File: config.mk
export PLATFORM = sky130hd
export DESIGN_NAME = rf_scrubber
export DESIGN_NICKNAME = d
export VERILOG_FILES = /design/src/rtl/p_hardisc.sv /design/src/rtl/secded_analyze.sv /design/src/rtl/secded_decode.sv /design/src/rtl/secded_encode.sv /design/src/rtl/rf_scrubber.sv
export SDC_FILE = /design/constraint.sdc
export NUM_CORES = 1
export LEC_CHECK = 0
export ABC_AREA = 1
export BUFFER_PORTS_ARGS = -buffer_cell sky130_fd_sc_hd__buf_2
export CORE_ASPECT_RATIO = 0.75
export CORE_MARGIN = 3
export CORE_UTILIZATION = 45
export DETAILED_ROUTE_END_ITERATION = 12
export PLACE_DENSITY = 0.79
export SETUP_SLACK_MARGIN = 0.2
export SLEW_MARGIN = 20
export SYNTH_ARGS = -nofsm -noshare
export SYNTH_HDL_FRONTEND = slang
export SYNTH_SLANG_ARGS = --single-unit
File: constraint.sdc
create_clock -name s_clk_i -period 4.8 [get_ports s_clk_i]
set_input_delay 0.24 -clock s_clk_i [delete_from_list [all_inputs] [get_ports s_clk_i]]
set_output_delay 0.24 -clock s_clk_i [all_outputs]
set_load 0.005 [all_outputs]
File: src/rtl/p_hardisc.sv
// Shared hardisc definitions: scrubber FSM encoding, default scrub period and
// the column map of the (39,32) SECDED code protecting the register file.
package p_hardisc;

    localparam int SCRB_PERIOD_DEF = 64;

    typedef enum logic [1:0] {
        SCRB_IDLE,
        SCRB_READ,
        SCRB_CHECK,
        SCRB_FIX
    } scrub_fsm;

    // Data bit j sits at the j-th non-power-of-two Hamming position; bit 6 is set
    // whenever that position has even weight, so every data column is odd-weight.
    function automatic logic [6:0] secded_col(input int j);
        logic [5:0] pos;
        int         cnt;
        pos = '0;
        cnt = 0;
        for (int p = 3; p < 39; p++) begin
            if ((p & (p - 1)) != 0) begin
                if (cnt == j) pos = 6'(p);
                cnt++;
            end
        end
        return {~(^pos), pos};
    endfunction

endpackage

File: src/rtl/secded_analyze.sv
// Classifies a SECDED syndrome as correctable (single flip) or uncorrectable.
module secded_analyze
    import p_hardisc::*;
(
    input  logic [6:0] syn_i,
    output logic       ce_o,
    output logic       uce_o
);

    logic hit;

    // A lone check-bit flip shows up as a one-hot syndrome and leaves the data intact.
    always_comb begin
        hit = $onehot(syn_i);
        for (int j = 0; j < 32; j++) begin
            if (syn_i == secded_col(j)) hit = 1'b1;
        end
        ce_o  = hit;
        uce_o = (syn_i != '0) && !hit;
    end

endmodule

File: src/rtl/secded_decode.sv
// Flips the data bit addressed by a single-error SECDED syndrome.
module secded_decode
    import p_hardisc::*;
(
    input  logic [31:0] data_i,
    input  logic [6:0]  syn_i,
    output logic [31:0] data_o
);

    always_comb begin
        data_o = data_i;
        for (int j = 0; j < 32; j++) begin
            if (syn_i == secded_col(j)) data_o[j] = ~data_i[j];
        end
    end

endmodule

File: src/rtl/secded_encode.sv
// SECDED(39,32) checksum generator for one register-file word.
module secded_encode
    import p_hardisc::*;
(
    input  logic [31:0] data_i,
    output logic [6:0]  chs_o
);

    always_comb begin
        chs_o = '0;
        for (int j = 0; j < 32; j++) begin
            if (data_i[j]) chs_o = chs_o ^ secded_col(j);
        end
    end

endmodule

File: src/rtl/rf_scrubber.sv
// Register-file scrubber: every PERIOD idle cycles reads one register on the spare
// port, checks its SECDED checksum and writes back single-bit corrections.
module rf_scrubber
    import p_hardisc::*;
#(
    parameter int PERIOD = SCRB_PERIOD_DEF
)(
    input  logic        s_clk_i,
    input  logic        s_reset_i,
    input  logic        s_enable_i,
    input  logic        s_wb_we_i,
    input  logic [4:0]  s_wb_add_i,
    output logic        s_rd_req_o,
    output logic [4:0]  s_rd_add_o,
    input  logic        s_rd_gnt_i,
    input  logic [31:0] s_rd_val_i,
    input  logic [6:0]  s_rd_chs_i,
    output logic        s_fix_we_o,
    output logic [4:0]  s_fix_add_o,
    output logic [31:0] s_fix_val_o,
    output logic        s_uce_o,
    output logic [7:0]  s_ce_cnt_o,
    output logic        s_busy_o
);

    localparam logic [15:0] TIMER_LAST = 16'(PERIOD - 1);

    scrub_fsm    state_q, state_d;
    logic [15:0] timer_q, timer_d;
    logic [4:0]  ptr_q, ptr_d;
    logic [31:0] fix_q, fix_d;
    logic [7:0]  cnt_q, cnt_d;

    logic [6:0]  enc_chs, syn;
    logic [31:0] dec_val;
    logic        syn_ce, syn_uce;
    logic        wb_hit;
    logic [4:0]  ptr_next;
    logic        rd_req, fix_we, uce;

    secded_encode  u_enc (.data_i(s_rd_val_i), .chs_o(enc_chs));
    secded_analyze u_ana (.syn_i(syn), .ce_o(syn_ce), .uce_o(syn_uce));
    secded_decode  u_dec (.data_i(s_rd_val_i), .syn_i(syn), .data_o(dec_val));

    assign syn      = enc_chs ^ s_rd_chs_i;
    assign wb_hit   = s_wb_we_i && (s_wb_add_i == ptr_q);
    assign ptr_next = (ptr_q == 5'd31) ? 5'd1 : ptr_q + 5'd1;

    always_ff @(posedge s_clk_i) begin
        if (s_reset_i) begin
            state_q <= SCRB_IDLE;
            timer_q <= '0;
            ptr_q   <= 5'd1;
            fix_q   <= '0;
            cnt_q   <= '0;
        end else begin
            state_q <= state_d;
            timer_q <= timer_d;
            ptr_q   <= ptr_d;
            fix_q   <= fix_d;
            cnt_q   <= cnt_d;
        end
    end

    always_comb begin
        state_d = state_q;
        timer_d = timer_q;
        ptr_d   = ptr_q;
        fix_d   = fix_q;
        cnt_d   = cnt_q;
        rd_req  = 1'b0;
        fix_we  = 1'b0;
        uce     = 1'b0;
        case (state_q)
            SCRB_IDLE: begin
                if (!s_enable_i) begin
                    timer_d = '0;
                end else if (timer_q == TIMER_LAST) begin
                    timer_d = '0;
                    state_d = SCRB_READ;
                end else begin
                    timer_d = timer_q + 16'd1;
                end
            end
            SCRB_READ: begin
                rd_req = 1'b1;
                if (s_rd_gnt_i)       state_d = SCRB_CHECK;
                else if (!s_enable_i) state_d = SCRB_IDLE;
            end
            // A WB write to the scrubbed register makes the read result stale.
            SCRB_CHECK: begin
                state_d = SCRB_IDLE;
                if (wb_hit) begin
                    ptr_d = ptr_next;
                end else if (syn_ce) begin
                    fix_d   = dec_val;
                    state_d = SCRB_FIX;
                end else begin
                    uce   = syn_uce;
                    ptr_d = ptr_next;
                end
            end
            SCRB_FIX: begin
                fix_we = !s_wb_we_i;
                if (!s_wb_we_i) begin
                    ptr_d   = ptr_next;
                    state_d = SCRB_IDLE;
                    if (cnt_q != 8'hFF) cnt_d = cnt_q + 8'd1;
                end else if (wb_hit) begin
                    ptr_d   = ptr_next;
                    state_d = SCRB_IDLE;
                end
            end
            default: state_d = SCRB_IDLE;
        endcase
    end

    // Reset masks the strobes combinationally so a fix pending at reset never writes.
    assign s_rd_req_o  = rd_req && !s_reset_i;
    assign s_fix_we_o  = fix_we && !s_reset_i;
    assign s_uce_o     = uce && !s_reset_i;
    assign s_busy_o    = (state_q != SCRB_IDLE) && !s_reset_i;
    assign s_rd_add_o  = ptr_q;
    assign s_fix_add_o = ptr_q;
    assign s_fix_val_o = fix_q;
    assign s_ce_cnt_o  = cnt_q;

endmodule

* Word level (Yosys, flattened, before mapping)
Cells that the tools add are included.
** Word-level totals
- Memories :: 0
- Memory bits (read-only) :: 0
- Word-level logic and storage cells :: 4292
- Input port bits :: 49
- Output and inout bits :: 54
- Register bits :: 63
- Memory bits (writable) :: 0
- Latch bits :: 0
** Cells by class
- Multipliers :: 0
- Magnitude comparators :: 0
- Reductions and logical operators :: 80
- Add/sub/neg operators :: 969
- Bitwise gates (word level) :: 98
- Div/mod/pow operators :: 0
- Mux-type cells :: 2134
- Equality and inequality tests :: 1006
- Shifts and indexed selects :: 0
** Operator list (number)
- $mux 32 :: 992
- $add 32x2->32 const B :: 960
- $eq 32x6->1 const B :: 496
- $eq 32x5->1 const B :: 248
- $eq 32x4->1 const B :: 124
- $mux 5 :: 485
- $eq 32x3->1 const B :: 62
- $mux 6 :: 224
- $eq 32x2->1 const B :: 31
- $logic_not 32->1 :: 31
- $mux 4 :: 224
- $mux 3 :: 96
- $mux 7 :: 32
- $xor 7x7->7 :: 32
- $reduce_xor 6->1 :: 32
- $eq 7x7->1 const B :: 18
- $mux 1 :: 69
- $not 1->1 :: 66
- $eq 7x5->1 const B :: 7
- $mux 16 :: 2
- $eq 7x4->1 const B :: 3
- $eq 7x6->1 const B :: 3
- $add 16x1->16 const B :: 1
- $eq 16x6->1 const B :: 1
- 24 further kinds :: 48

* Depth between registers and ports, before layout
Gate-level depths: netlist of the first run.
- Word-level depth :: 172
- Gate-level depth with buffers :: 31
- Gate-level depth less buffers :: 27

* Hierarchy
Synthesis of the first run repeated with hierarchy kept, for this count alone.
** Unflattened totals
- Cells, all modules :: 935
- Area, all modules :: 5544.1 µm²
** Modules (own cells, without submodules)
- rf_scrubber :: area each 3011.6 µm², times used 1, seq. area each 1261.2 µm², cells an instance 405
- secded_encode :: area each 1287.5 µm², times used 1, seq. area each 0.0 µm², cells an instance 261
- secded_decode :: area each 810.8 µm², times used 1, seq. area each 0.0 µm², cells an instance 189
- secded_analyze :: area each 434.2 µm², times used 1, seq. area each 0.0 µm², cells an instance 80

* Worst setup path before layout of the first run
No wires, ideal clock.
- Path type :: input-to-reg
- Start :: input port s_rd_val_i[25]
- End :: register fix_q[17], in the netlist s_fix_val_o[17]
- Path slack :: 0.749 ns
- Data arrival time :: 3.936 ns
- Data required time :: 4.685 ns
- Stages on the path :: 23
- Library setup time :: 0.115 ns
- Path through :: clkbuf_1 -> xor2_1 -> xnor2_1 -> xor2_1 -> xor2_1 -> xor2_1 -> ha_1 -> fa_1 -> inv_1 -> ha_1 -> fa_1 -> xnor2_1 -> nand3b_1 -> nand2_1 -> nor2_1 -> nand2_1 -> nor2_1 -> nand3_2 -> nand2_2 -> buf_6 -> buf_4 -> o21ai_1 -> and2_1
** Between the ends
- Cells in the longest elaborated chain, start to end :: 51
- Elaborated cells between the ends (all ways) :: 87
** RTL lines
- start, declared :: RTL line rf_scrubber.sv:16 : input logic [31:0] s_rd_val_i,
- $mux 7 * :: RTL line secded_encode.sv:12 : if (data_i[j]) chs_o = chs_o ^ secded_col(j);
- $xor 7x7->7 :: RTL line secded_encode.sv:12
- $mux 7 * :: RTL line secded_encode.sv:12
- $xor 7x7->7 :: RTL line secded_encode.sv:12
- $mux 7 * :: RTL line secded_encode.sv:12
- $xor 7x7->7 :: RTL line secded_encode.sv:12
- $mux 7 * :: RTL line secded_encode.sv:12
- $xor 7x7->7 :: RTL line secded_encode.sv:12
- (+4 left out)
- $mux 7 * :: RTL line secded_encode.sv:12
- $xor 7x7->7 * :: RTL line rf_scrubber.sv:45 : assign syn = enc_chs ^ s_rd_chs_i;
- $add 1x1->2 (not written as such) :: RTL line secded_analyze.sv:14 : hit = $onehot(syn_i);
- $add 3x3->3 (not written as such) / $add 3x1->3 (equally long branches) :: RTL line secded_analyze.sv:14
- $add 3x3->3 (not written as such) :: RTL line secded_analyze.sv:14
- $eq 3x1->1 :: RTL line secded_analyze.sv:14
- $mux 1 (32 in series) :: RTL line secded_analyze.sv:16 : if (syn_i == secded_col(j)) hit = 1'b1;
- $reduce_and 3->1 (no line)
- end signal, assigned :: RTL line rf_scrubber.sv:60 : fix_q <= fix_d;
- end, declared :: RTL line rf_scrubber.sv:31 : logic [31:0] fix_q, fix_d;
Every way passes the cells marked *; elsewhere a longest branch is shown, timed or not.
A chain may end at the register's enable or synchronous reset.

* Worst setup path after layout of the first run
- Start :: input port s_rd_val_i[10]
- End :: output port s_uce_o
** Between the ends
- Cells in the longest elaborated chain, start to end :: 86
- Elaborated cells between the ends (all ways) :: 122
** RTL lines
- $mux 7 * :: RTL line secded_encode.sv:12
- $xor 7x7->7 :: RTL line secded_encode.sv:12
- $mux 7 * :: RTL line secded_encode.sv:12
- $xor 7x7->7 :: RTL line secded_encode.sv:12
- $mux 7 * :: RTL line secded_encode.sv:12
- $xor 7x7->7 :: RTL line secded_encode.sv:12
- $mux 7 * :: RTL line secded_encode.sv:12
- $xor 7x7->7 :: RTL line secded_encode.sv:12
- (+39 left out)
- $eq 3x1->1 :: RTL line secded_analyze.sv:14
- $mux 1 (32 in series) :: RTL line secded_analyze.sv:16
- $logic_not 1->1 :: RTL line secded_analyze.sv:19 : uce_o = (syn_i != '0) && !hit;
- $logic_and 1x1->1 :: RTL line secded_analyze.sv:19
- $mux 1 * :: RTL line rf_scrubber.sv:95 : end else if (syn_ce) begin
- $mux 1 * :: RTL line rf_scrubber.sv:93 : if (wb_hit) begin
- $mux 1 * :: RTL line rf_scrubber.sv:74 : case (state_q)
- $logic_and 1x1->1 * :: RTL line rf_scrubber.sv:121 : assign s_uce_o = uce && !s_reset_i;
- end, declared :: RTL line rf_scrubber.sv:21 : output logic s_uce_o,
Marks and branches as above.

==> results.sh, run 1 <==
export IMPL_run_status="finished, final reports clean"
export IMPL_required_ns=4.56
export IMPL_ir_drop_mv=0.253
export IMPL_synth_mux_area_fraction_pct=0
export IMPL_synthXorXnorAreaFrac_pct=21.1
export IMPL_hold_viol_final=0
export IMPL_synth_seq_cells=63
export IMPL_worst_slew_pin_transition_ns=0.495
export IMPL_cellInternalPower_mw=1.55
export IMPL_postSynthNetCount=754
export IMPL_design_die_area_sq_mm=0.0121
export IMPL_synth_largest_area_cell="dfxtp_1"
export IMPL_comb_power_share_pct=49.7
export IMPL_clk_transition_reported_paths_ns=0.05
export IMPL_setup_tns_final_ns=0
export IMPL_n_antenna_cell=0
export IMPL_total_number_of_placement_rows=32
export IMPL_power_switching_share_pct=41.0
export IMPL_overflow=0
export IMPL_pwr_density_cell_mw_per_mm2=459
export IMPL_hold_crit_start="s_rd_gnt_i"
export IMPL_synthesis_yosys_warnings=0
export IMPL_clkPwrFrac_pct=30.3
export IMPL_start_util_pct=46.6
export IMPL_syn2layout_area_growth_pct=18.5
export IMPL_post_synth_top_area_fraction_pct=26.0
export IMPL_switching_power_mw=1.08
export IMPL_clk_latency_ns=0.34
export IMPL_final_net_count=843
export IMPL_worst_r2r_setup_slack_ns=2.40
export IMPL_cap_viol_max_count=0
export IMPL_leakage_nw=2.74
export IMPL_total_length_of_routed_wires_mm=13.8
export IMPL_post_synth_top_count_cell="nand2_1"
export IMPL_ctsLongestPathBuffers=2
export IMPL_timing_critical_path_slowest_stage_cell="fa_1"
export IMPL_post_route_antenna_net_violation_count=0
export IMPL_yosys_area_share_adder_pct=5.88
export IMPL_die_w_um=126
export IMPL_post_synth_main_area_contributors="dfxtp_1 (26%), xor2_1 (12%), nand2_1 (10%)"
export IMPL_num_vias=4633
export IMPL_arr_time_crit_path_ns=4.03
export IMPL_worst_clock_skew_ns=0.00495
export IMPL_post_synthesis_instance_total=684
export IMPL_critical_path_buf_inv_count=4
export IMPL_synth_compound_gate_area_share_pct=10.5
export IMPL_largest_net_degree_at_the_start_of_global_routing=47
export IMPL_fmax_mhz=234
export IMPL_cts_tree="built"
export IMPL_synth_flop_cell="dfxtp_1"
export IMPL_seqPwrFrac_pct=19.9
export IMPL_final_core_util_pct=55.2
export IMPL_routed_wire_length_per_instance_um=15.1
export IMPL_first_global_vias=4295
export IMPL_worst_hold_path_endpoint="state_q[1]$_SDFFE_PP0P_"
export IMPL_layout_worst_path_cycle_share_pct=88.9
export IMPL_critical_path_startpoint_type="input pin"
export IMPL_post_route_min_period_ns=4.27
export IMPL_drt_pre_antenna_iters=5
export IMPL_synth_enable_flop_cells=0
export IMPL_synth_cell_type_count=39
export IMPL_cts_made_buffers=9
export IMPL_htree_num_levels=3
export IMPL_postCtsResizedCells=0
export IMPL_half_perimeter_wire_length_after_detailed_placement_mm=10.9
export IMPL_reg2reg_depth=10
export IMPL_routability_congestion=1.06
export IMPL_grt_pass1_wl_mm=22.1
export IMPL_drive_above_1_share_pct=17.4
export IMPL_crit_chain="buf_2 > xnor2_1 > xor2_1 > xor2_1 > xnor2_1 > xor2_1 > inv_1 > ha_1 > fa_1 > inv_1 > ha_1 > fa_1 > xnor2_1 > nand3b_1 > nand2_1 > nor2_1 > nand2_1 > nor2_1 > nand3_2 > nor2_1 > buf_2"
export IMPL_whs_path_depth=3
export IMPL_post_synth_and_or_nand_nor_area_fraction_pct=26.3
export IMPL_max_slew_margin_rel_pct=66.9
export IMPL_top_delay_family_on_crit_path="XOR/XNOR gates"
export IMPL_grt_setup_unrepaired="no"
export IMPL_vertical_die_dimension_um=95.9
export IMPL_post_route_drc_count=0
export IMPL_combinational_family_with_the_most_area_after_synthesis="simple AND/OR/NAND/NOR gates"
export IMPL_place_port_buffers=102
export IMPL_antenna_violations_before_repair=0
export IMPL_postCtsHoldBufs=0
export IMPL_finalSetupViolations=0
export IMPL_globalRouteTotalUtil_pct=23.2
export IMPL_vias_per_cell=5.07
export IMPL_syn_avg_cell_area_sq_um=7.09
export IMPL_clock_sink_count=63
export IMPL_criticalPathCategory="input pin to output port"
export IMPL_timing_critical_path_slowest_cell_delay_ns=0.49
export IMPL_sequential_element_share_of_the_synthesized_area_pct=26.0
export IMPL_synthTopCellsByCount="nand2_1 (130), inv_1 (85), xor2_1 (65)"
export IMPL_postCtsSetupRepairBufs=0
export IMPL_core_area_sq_mm=0.0104
export IMPL_cp_end_kind="output port"
export IMPL_io_pins=103
export IMPL_maxSlewViolCount=0
export IMPL_top_fanout_value_on_the_critical_path=6
export IMPL_mappedNetlistArea_sq_mm=0.00485
export IMPL_r2r_end="timer_q[15]$_SDFFE_PP0P_"
export IMPL_root_buffer_cell="clkbuf_16"
export IMPL_r2r_start="timer_q[2]$_SDFFE_PP0P_"
export IMPL_drt_iter0_drc=427
export IMPL_async_flop_share_pct=0
export IMPL_min_delay_path_class="input pin to flip-flop"
-- cells in the final DEF (no fill, tap or decap), drive strengths merged, types with 4 or more instances in the layout --
cell type	Yosys	routed
clkbuf	9	10
nor3	8	8
o22ai	9	9
inv	87	87
buf	18	105
nand3	37	37
xnor2	52	52
a21oi	15	15
nor2	45	45
ha	18	18
bufinv	0	4
and2	32	32
nand4	11	11
xor2	65	65
o21ai	56	56
nand2	135	135
dfxtp	63	63
-- flip-flops by register name, summed over array words and instances, names as in the netlist --
register	flops
state_q	2
s_ce_cnt_o	8
timer_q	16
s_fix_add_o	5
s_fix_val_o	32
-- power groups by stage --
stage,clock network [mW],logic [mW],registers (mW)
2_1_floorplan,0,0.972,0.537
3_3_place_gp,0,1.28,0.537
3_5_place_dp,0,1.28,0.537
4_1_cts,0.806,1.29,0.526
5_1_grt,0.828,1.46,0.526
6_report,0.799,1.31,0.526
-- per-stage QoR --
step | setup WS (ns) | total power [mW] | hold slack, ns | instances | cell area, sq um
global route | 0.312 | 2.81 | 0.244 | 914 | 5750
detailed placement | 0.290 | 1.82 | 0.483 | 898 | 5390
finish | 0.530 | 2.64 | 0.213 | 914 | 5750
CTS | 0.557 | 2.62 | 0.211 | 914 | 5750
global placement | 0.478 | 1.81 | 0.477 | 898 | 5390
floorplan | 0.749 | 1.51 | 0.423 | 684 | 4850
-- per-layer routing --
metal	part of all wire, %	vias up	GRT usage [%]
met1	49	2087	33.6
met3	8.7	19	6.93
met4	1.2	0	5.98
met5	0	-	0
li1	-	2355	-
met2	41	172	33.6
-- cell type report --
| cell class | instances | area [sq um] |
|---|---|---|
| Fill cell | 1004 | 4660 |
| Clock buffer | 10 | 229 |
| Clock inverter | 6 | 133 |
| Tap cell | 136 | 170 |
| Inverter | 87 | 327 |
| Sequential cell | 63 | 1260 |
| Multi-Input combinational cell | 507 | 3090 |
| Timing Repair Buffer | 105 | 533 |
-- worst register-to-register path: stages, from the launching register on --
cell and delay (ns):
dfxtp_1 0.39, nand2_1 0.08, nor2_1 0.16, nand3_1 0.15
nor3_1 0.35, nand4_1 0.23, nor3_1 0.35, nand2_1 0.09
nor2_1 0.18, nand3_1 0.11, a22o_1 0.21
-- how the worst max path moves through the flow --
stage	slack, ns	from	cells after the start	endpoint
floorplan	0.75	s_rd_val_i[25]	23	s_fix_val_o[17]$_SDFFE_PP0P_
global placement	0.48	s_rd_val_i[10]	23	s_fix_val_o[2]$_SDFFE_PP0P_
detailed placement	0.29	s_rd_val_i[10]	24	s_fix_val_o[1]$_SDFFE_PP0P_
CTS	0.56	s_rd_val_i[10]	21	s_uce_o
global route	0.31	s_rd_val_i[10]	24	s_fix_val_o[29]$_SDFFE_PP0P_
finish	0.53	s_rd_val_i[10]	21	s_uce_o
-- logic make-up after synthesis --
kind of cell | Yosys count
and+or+nand+nor | 276
xor gates and xnor gates | 117
buffers and inverters | 114
AOI/OAI and AO/OA | 93
DFF | 63
adders and majority gates | 21
Power figures use the tool's default switching activity.
==> run 2: changes to the inputs <==
--- a/config.mk
+++ b/config.mk
@@ -11,9 +11,10 @@
 export CORE_MARGIN = 3
 export CORE_UTILIZATION = 45
 export DETAILED_ROUTE_END_ITERATION = 12
-export PLACE_DENSITY = 0.79
+export PLACE_DENSITY = 0.78
 export SETUP_SLACK_MARGIN = 0.2
 export SLEW_MARGIN = 20
 export SYNTH_ARGS = -nofsm -noshare
 export SYNTH_HDL_FRONTEND = slang
+export SYNTH_HIERARCHICAL = 1
 export SYNTH_SLANG_ARGS = --single-unit
==> run 2 against run 1 <==
  * Sequential cell count did not move
  * Worst setup slack worse by 0.23 ns
  * Utilization grew 1.8 points
  * Fmax decreased by 5.1%
  * Total power is 16% lower
  * Register-to-register slack gained 0.65 ns
  * Cell area rose by 17%
  * Critical path depth increased by 5
  * Global-route usage down 0.94 points
  * Sequential share of layout area is 3.2 points lower
  * Largest cell class unchanged
  * Largest power group unchanged
==> results.sh, run 2 <==
export IMPL_synth_largest_area_cell="dfxtp_1"
export IMPL_largest_reg_flops=32
export IMPL_whs_path_depth=3
export IMPL_drive_above_1_share_pct=20.3
export IMPL_total_length_of_routed_wires_mm=15.8
export IMPL_start_util_pct=46.9
export IMPL_arr_time_crit_path_ns=4.26
export IMPL_total_power_mw=2.22
export IMPL_synth_enable_flop_cells=0
export IMPL_postCtsHoldBufs=0
export IMPL_min_delay_path_class="input pin to flip-flop"
export IMPL_maxSlewViolCount=0
export IMPL_async_flop_share_pct=0
export IMPL_cellInternalPower_mw=1.34
export IMPL_reg2reg_depth=9
export IMPL_routed_wire_length_per_instance_um=13.0
export IMPL_post_synth_top_count_cell="nand2_1"
export IMPL_power_switching_share_pct=39.9
export IMPL_clk_latency_ns=0.33
export IMPL_synthesis_yosys_warnings=6
export IMPL_root_buffer_cell="clkbuf_16"
export IMPL_drt_iter0_drc=548
export IMPL_clk_transition_reported_paths_ns=0.05
export IMPL_synth_seq_cells=63
export IMPL_post_synthesis_instance_total=935
export IMPL_place_port_buffers=102
export IMPL_total_number_of_placement_rows=34
export IMPL_grt_setup_unrepaired="yes"
export IMPL_post_synth_top_area_fraction_pct=22.7
export IMPL_leakage_nw=3.51
export IMPL_n_antenna_cell=0
export IMPL_post_synth_main_area_contributors="dfxtp_1 (23%), nand2_1 (22%), inv_1 (10%)"
export IMPL_globalRouteTotalUtil_pct=22.3
export IMPL_overflow=0
export IMPL_ir_drop_mv=0.198
export IMPL_r2r_start="s_fix_add_o[0]$_SDFFE_PP1P_"
export IMPL_run_status="finished, final reports clean"
export IMPL_cts_made_buffers=9
export IMPL_setup_tns_final_ns=0
export IMPL_design_die_area_sq_mm=0.0137
export IMPL_syn_avg_cell_area_sq_um=5.93
export IMPL_postSynthNetCount=996
export IMPL_criticalPathCategory="input pin to output port"
export IMPL_seqPwrFrac_pct=23.7
export IMPL_clkPwrFrac_pct=30.2
export IMPL_cts_tree="built"
export IMPL_most_common_layout_cells="nand2_1 (319), inv_1 (148), buf_2 (90)"
export IMPL_routability_congestion=0.958
export IMPL_syn2layout_area_growth_pct=21.7
export IMPL_synthTopCellsByCount="nand2_1 (324), inv_1 (155), nand3_1 (64)"
export IMPL_fillCellCount=1196
export IMPL_pwr_density_cell_mw_per_mm2=329
export IMPL_half_perimeter_wire_length_after_detailed_placement_mm=12.3
export IMPL_synth_flop_cell="dfxtp_1"
export IMPL_post_route_min_period_ns=4.50
export IMPL_mappedNetlistArea_sq_mm=0.00554
export IMPL_sequential_element_share_of_the_synthesized_area_pct=22.7
export IMPL_ctsLongestPathBuffers=2
export IMPL_hold_viol_final=0
export IMPL_grt_pass1_wl_mm=24.5
export IMPL_comb_power_share_pct=46.1
export IMPL_htree_num_levels=3
export IMPL_io_pins=103
export IMPL_vertical_die_dimension_um=102
export IMPL_num_vias=5937
export IMPL_r2r_end="s_fix_val_o[10]$_SDFFE_PP0P_"
export IMPL_final_net_count=1106
export IMPL_finalSetupViolations=0
export IMPL_clock_sink_count=63
export IMPL_first_global_vias=4995
export IMPL_post_route_drc_count=0
export IMPL_top_fanout_value_on_the_critical_path=6
export IMPL_core_area_sq_mm=0.0118
export IMPL_fmax_mhz=222
export IMPL_max_slew_margin_rel_pct=34.5
export IMPL_worst_clock_skew_ns=0.00823
export IMPL_largest_net_degree_at_the_start_of_global_routing=48
export IMPL_cap_viol_max_count=0
export IMPL_switching_power_mw=0.887
export IMPL_layout_worst_path_cycle_share_pct=93.7
export IMPL_synth_cell_type_count=40
export IMPL_vias_per_cell=4.90
export IMPL_worst_slew_pin_transition_ns=0.977
export IMPL_cp_end_kind="output port"
export IMPL_antenna_violations_before_repair=0
export IMPL_critical_path_startpoint_type="input pin"
export IMPL_hold_crit_start="s_enable_i"
export IMPL_drt_pre_antenna_iters=6
export IMPL_post_route_antenna_net_violation_count=0
export IMPL_worst_r2r_setup_slack_ns=3.05
export IMPL_layout_cells_most_common="nand2_1"
export IMPL_die_w_um=134
export IMPL_required_ns=4.56
export IMPL_worst_hold_path_endpoint="timer_q[3]$_SDFFE_PP0P_"
run 2: cell type report:
class,count,area (sq um),share of cell area [%]
flip-flops and latches,63,1260,18.7
clock inverters,3,40.0,0.594
well taps,162,203,3.01
multi-input cells,682,3610,53.6
inverters,166,626,9.27
repair buffers,123,732,10.9
clock buffers,13,270,4.01
run 2: routing by layer:
layer	vias up	wire (um)	global-route usage, %
met1	2617	7650	33.3
met4	0	88	3.76
li1	3100	-	-
met2	211	6570	33.7
met5	-	0	0
met3	9	1500	4.68
run 2: power groups by stage:
| stage | clock (mW) | combinational (mW) | sequential [mW] |
|---|---|---|---|
| after floorplan | 0 | 0.683 | 0.537 |
| after global placement | 0 | 0.895 | 0.537 |
| after detailed placement | 0 | 0.914 | 0.537 |
| after CTS | 0.680 | 0.920 | 0.526 |
| after global routing | 0.703 | 1.14 | 0.526 |
| final | 0.670 | 1.02 | 0.526 |
run 2: logic make-up (layout without fill, tap and decap cells):
kind of cell	after synthesis	count (layout)	synth area share [%]
DFF	63	63	22.7
xor gates and xnor gates	58	58	9.57
buffers and inverters	190	305	14.1
AOI/OAI and AO/OA	112	112	11.3
adders and majority gates	12	12	3.25
and+or+nand+nor	500	500	39.1
run 2: repair_timing:
| action | CTS | global route |
|---|---|---|
| gates resized for setup | 1 | 43 |
| cloned | 0 | 1 |
| pin swaps | 0 | 16 |
| setup buffers | 0 | 6 |
| setup endpoints to repair | 1 | 30 |
run 2: worst max-delay path by stage:
stage / startpoint / end / slack [ns] / cells after the start
after floorplan: s_rd_val_i[25] / s_fix_val_o[15]$_SDFFE_PP0P_ / 0.42 / 28
after global placement: s_rd_val_i[25] / s_fix_val_o[10]$_SDFFE_PP0P_ / 0.08 / 25
after detailed placement: s_rd_val_i[25] / s_fix_val_o[10]$_SDFFE_PP0P_ / 0.06 / 25
after CTS: s_rd_val_i[6] / s_uce_o / 0.24 / 31
after global routing: s_rd_val_i[12] / s_uce_o / 0.11 / 24
final: s_rd_val_i[24] / s_uce_o / 0.30 / 26
run 2: worst max-delay path, cell delays in order:
cell      delay (ns)
buf_2           0.17
xnor2_4         0.25
nand3_2         0.18
nand2_1         0.13
nand2_2         0.06
nand2_1         0.06
nand2_1         0.04
nand2_1         0.07
inv_2           0.04
xor2_2          0.17
inv_2           0.08
fa_1            0.49
fa_1            0.49
inv_1           0.05
fa_2            0.33
fa_1            0.48
nand3b_1        0.10
nand2_1         0.07
nor2_2          0.07
nand2_1         0.06
nor2_2          0.08
nand2_2         0.09
nor2_2          0.08
nand4_1         0.10
nor2_1          0.13
buf_2           0.13
run 2: per-stage QoR:
step	setup WS (ns)	std cells	utilization, %	hold WS [ns]	instance area [sq um]
CTS	0.242	1205	55.3	0.235	6540
global placement	0.0795	1189	52.6	0.435	6220
floorplan	0.419	935	-	0.422	5540
global route	0.105	1212	57.0	0.252	6750
finish	0.303	1212	57.0	0.239	6750
detailed placement	0.0551	1189	52.6	0.438	6220
==> run 3: changes to the inputs <==
--- a/config.mk
+++ b/config.mk
@@ -11,8 +11,7 @@
 export CORE_MARGIN = 3
 export CORE_UTILIZATION = 45
 export DETAILED_ROUTE_END_ITERATION = 12
-export PLACE_DENSITY = 0.78
-export SETUP_SLACK_MARGIN = 0.2
+export PLACE_DENSITY = 0.67
 export SLEW_MARGIN = 20
 export SYNTH_ARGS = -nofsm -noshare
 export SYNTH_HDL_FRONTEND = slang
==> run 3 against run 2 <==
  * Fmax is 1.4% lower
  * Clock-buffer cell count stayed put
  * Wire length up 0.48%
  * Sequential cell count is the same
  * Critical path depth increased by 2
  * Sequential power about the same
  * Critical path type unchanged
  * Clock skew fell by 0.0032 ns
  * Largest cell class unchanged
  * Global-route usage grew 1.0 points
==> results.sh, run 3 (same netlist as run 2, synthesis figures left out) <==
export IMPL_reg2reg_depth=8
export IMPL_finalSetupViolations=0
export IMPL_total_length_of_routed_wires_mm=15.9
export IMPL_most_common_layout_cells="nand2_1 (320), inv_1 (150), buf_2 (88)"
export IMPL_largest_net_degree_at_the_start_of_global_routing=47
export IMPL_antenna_violations_before_repair=0
export IMPL_cts_tree="built"
export IMPL_overflow=0
export IMPL_drt_pre_antenna_iters=5
export IMPL_vias_per_cell=4.90
export IMPL_comb_power_share_pct=45.1
export IMPL_r2r_end="timer_q[2]$_SDFFE_PP0P_"
export IMPL_met1Wirelength_mm=8.01
export IMPL_wl_met3_mm=1.57
export IMPL_hold_viol_final=0
export IMPL_largest_reg_flops=32
export IMPL_switching_power_mw=0.877
export IMPL_hold_crit_start="s_enable_i"
export IMPL_highest_signal_layer="met4"
export IMPL_start_util_pct=46.9
export IMPL_clkPwrFrac_pct=30.8
export IMPL_fmax_mhz=219
export IMPL_io_pins=103
export IMPL_run_status="finished, final reports clean"
export IMPL_syn2layout_area_growth_pct=19.8
export IMPL_worst_r2r_setup_slack_ns=3.03
export IMPL_ctsLongestPathBuffers=2
export IMPL_critical_path_startpoint_type="input pin"
export IMPL_clock_sink_count=63
export IMPL_vertical_die_dimension_um=102
export IMPL_cap_viol_max_count=0
export IMPL_max_slew_margin_rel_pct=57.5
export IMPL_leakage_nw=3.45
export IMPL_core_area_sq_mm=0.0118
export IMPL_htree_num_levels=3
export IMPL_grt_pass1_wl_mm=25.3
export IMPL_num_vias=5885
export IMPL_post_route_drc_count=0
export IMPL_top_fanout_value_on_the_critical_path=8
export IMPL_r2r_start="timer_q[0]$_SDFFE_PP0P_"
export IMPL_seqPwrFrac_pct=24.1
export IMPL_root_buffer_cell="clkbuf_16"
export IMPL_layout_worst_path_cycle_share_pct=95.0
export IMPL_pwr_density_cell_mw_per_mm2=328
export IMPL_cts_made_buffers=9
export IMPL_worst_clock_skew_ns=0.00500
export IMPL_n_antenna_cell=0
export IMPL_post_route_antenna_net_violation_count=0
export IMPL_routability_congestion=0.956
export IMPL_drive_above_1_share_pct=19.1
export IMPL_design_die_area_sq_mm=0.0137
export IMPL_post_route_min_period_ns=4.56
export IMPL_grt_setup_unrepaired="yes"
export IMPL_min_delay_path_class="input pin to flip-flop"
export IMPL_required_ns=4.56
export IMPL_cellInternalPower_mw=1.30
export IMPL_layout_cells_most_common="nand2_1"
export IMPL_clk_latency_ns=0.33
export IMPL_maxSlewViolCount=0
export IMPL_cp_end_kind="output port"
export IMPL_place_port_buffers=102
export IMPL_power_switching_share_pct=40.2
export IMPL_routed_wire_length_per_instance_um=13.2
export IMPL_total_number_of_placement_rows=34
export IMPL_die_w_um=134
export IMPL_globalRouteTotalUtil_pct=23.3
export IMPL_drt_iter0_drc=588
export IMPL_total_power_mw=2.18
export IMPL_arr_time_crit_path_ns=4.32
export IMPL_detailroute_wirelength_met2_mm=6.13
export IMPL_final_core_util_pct=56.2
export IMPL_clk_transition_reported_paths_ns=0.05
export IMPL_ir_drop_mv=0.224
export IMPL_half_perimeter_wire_length_after_detailed_placement_mm=12.5
export IMPL_whs_path_depth=3
export IMPL_worst_slew_pin_transition_ns=0.636
export IMPL_first_global_vias=4955
export IMPL_criticalPathCategory="input pin to output port"
export IMPL_worst_hold_path_endpoint="timer_q[3]$_SDFFE_PP0P_"
export IMPL_final_net_count=1096
## run 3: layout make-up
type,count,area (sq um)
clock buffer,13,270
clock inverter,3,40.0
fill,1241,5180
inverter,166,626
multi-input combinational,682,3600
sequential,63,1260
tap,162,203
timing repair buffer,113,641
## run 3: power by group through the flow
stage / clock [mW] / combinational [mW] / sequential [mW]
global route: 0.708 / 1.12 / 0.526
finish: 0.671 / 0.982 / 0.526
CTS: 0.681 / 0.923 / 0.526
detailed placement: 0 / 0.919 / 0.537
floorplan: 0 / 0.683 / 0.537
global placement: 0 / 0.898 / 0.537
## run 3: how the worst max path moves through the flow
stage / slack [ns] / from / cells after the start / to
after floorplan: 0.42 / s_rd_val_i[25] / 28 / s_fix_val_o[15]$_SDFFE_PP0P_
after global placement: 0.21 / s_rd_val_i[30] / 31 / state_q[1]$_SDFFE_PP0P_
after detailed placement: 0.13 / s_rd_val_i[19] / 28 / s_fix_val_o[6]$_SDFFE_PP0P_
after CTS: 0.18 / s_rd_val_i[19] / 28 / s_uce_o
after global routing: -0.04 / s_rd_val_i[17] / 28 / s_uce_o
final: 0.24 / s_rd_val_i[17] / 28 / s_uce_o
## run 3: metal layers
metal	up-vias	GRT usage [%]
li1	3081	-
met1	2563	35.9
met2	226	32.8
met3	15	5.86
met4	0	4.23
met5	-	0
## run 3: critical path, stage by stage
cell and delay, ns:
clkbuf_4 0.17, inv_4 0.08, nand2_1 0.04, nand2_1 0.11, nand2_1 0.08, a21o_1 0.22
nand2_1 0.07, nand2_1 0.07, nand2_1 0.06, nand2_1 0.05, nand2_1 0.10, xor2_2 0.18
inv_2 0.08, fa_1 0.47, fa_1 0.49, inv_1 0.06, fa_2 0.35, fa_1 0.48
nand3b_1 0.10, nand2_1 0.07, nor2_2 0.07, nand2_1 0.06, nor2_2 0.09, nand2_2 0.09
nor2_2 0.08, nand4_1 0.09, nor2_1 0.13, buf_2 0.14
## run 3: repair_timing
action | 4_1_cts | 5_1_grt
endpoints found under the hold margin | 0 | 0
setup endpoints to repair | 0 | 1
gates resized for setup | 0 | 40
hold buffers | 0 | 0
buffers inserted | 0 | 2
## run 3: per-stage QoR
stage | area, sq um | TNS, ns | hold slack (ns) | worst slack [ns] | std cells
floorplan | 5540 | 0 | 0.422 | 0.419 | 935
global placement | 6180 | 0 | 0.434 | 0.211 | 1184
detailed placement | 6180 | 0 | 0.434 | 0.131 | 1184
CTS | 6490 | 0 | 0.232 | 0.180 | 1200
global route | 6640 | -0.0358 | 0.250 | -0.0358 | 1202
finish | 6640 | 0 | 0.244 | 0.240 | 1202
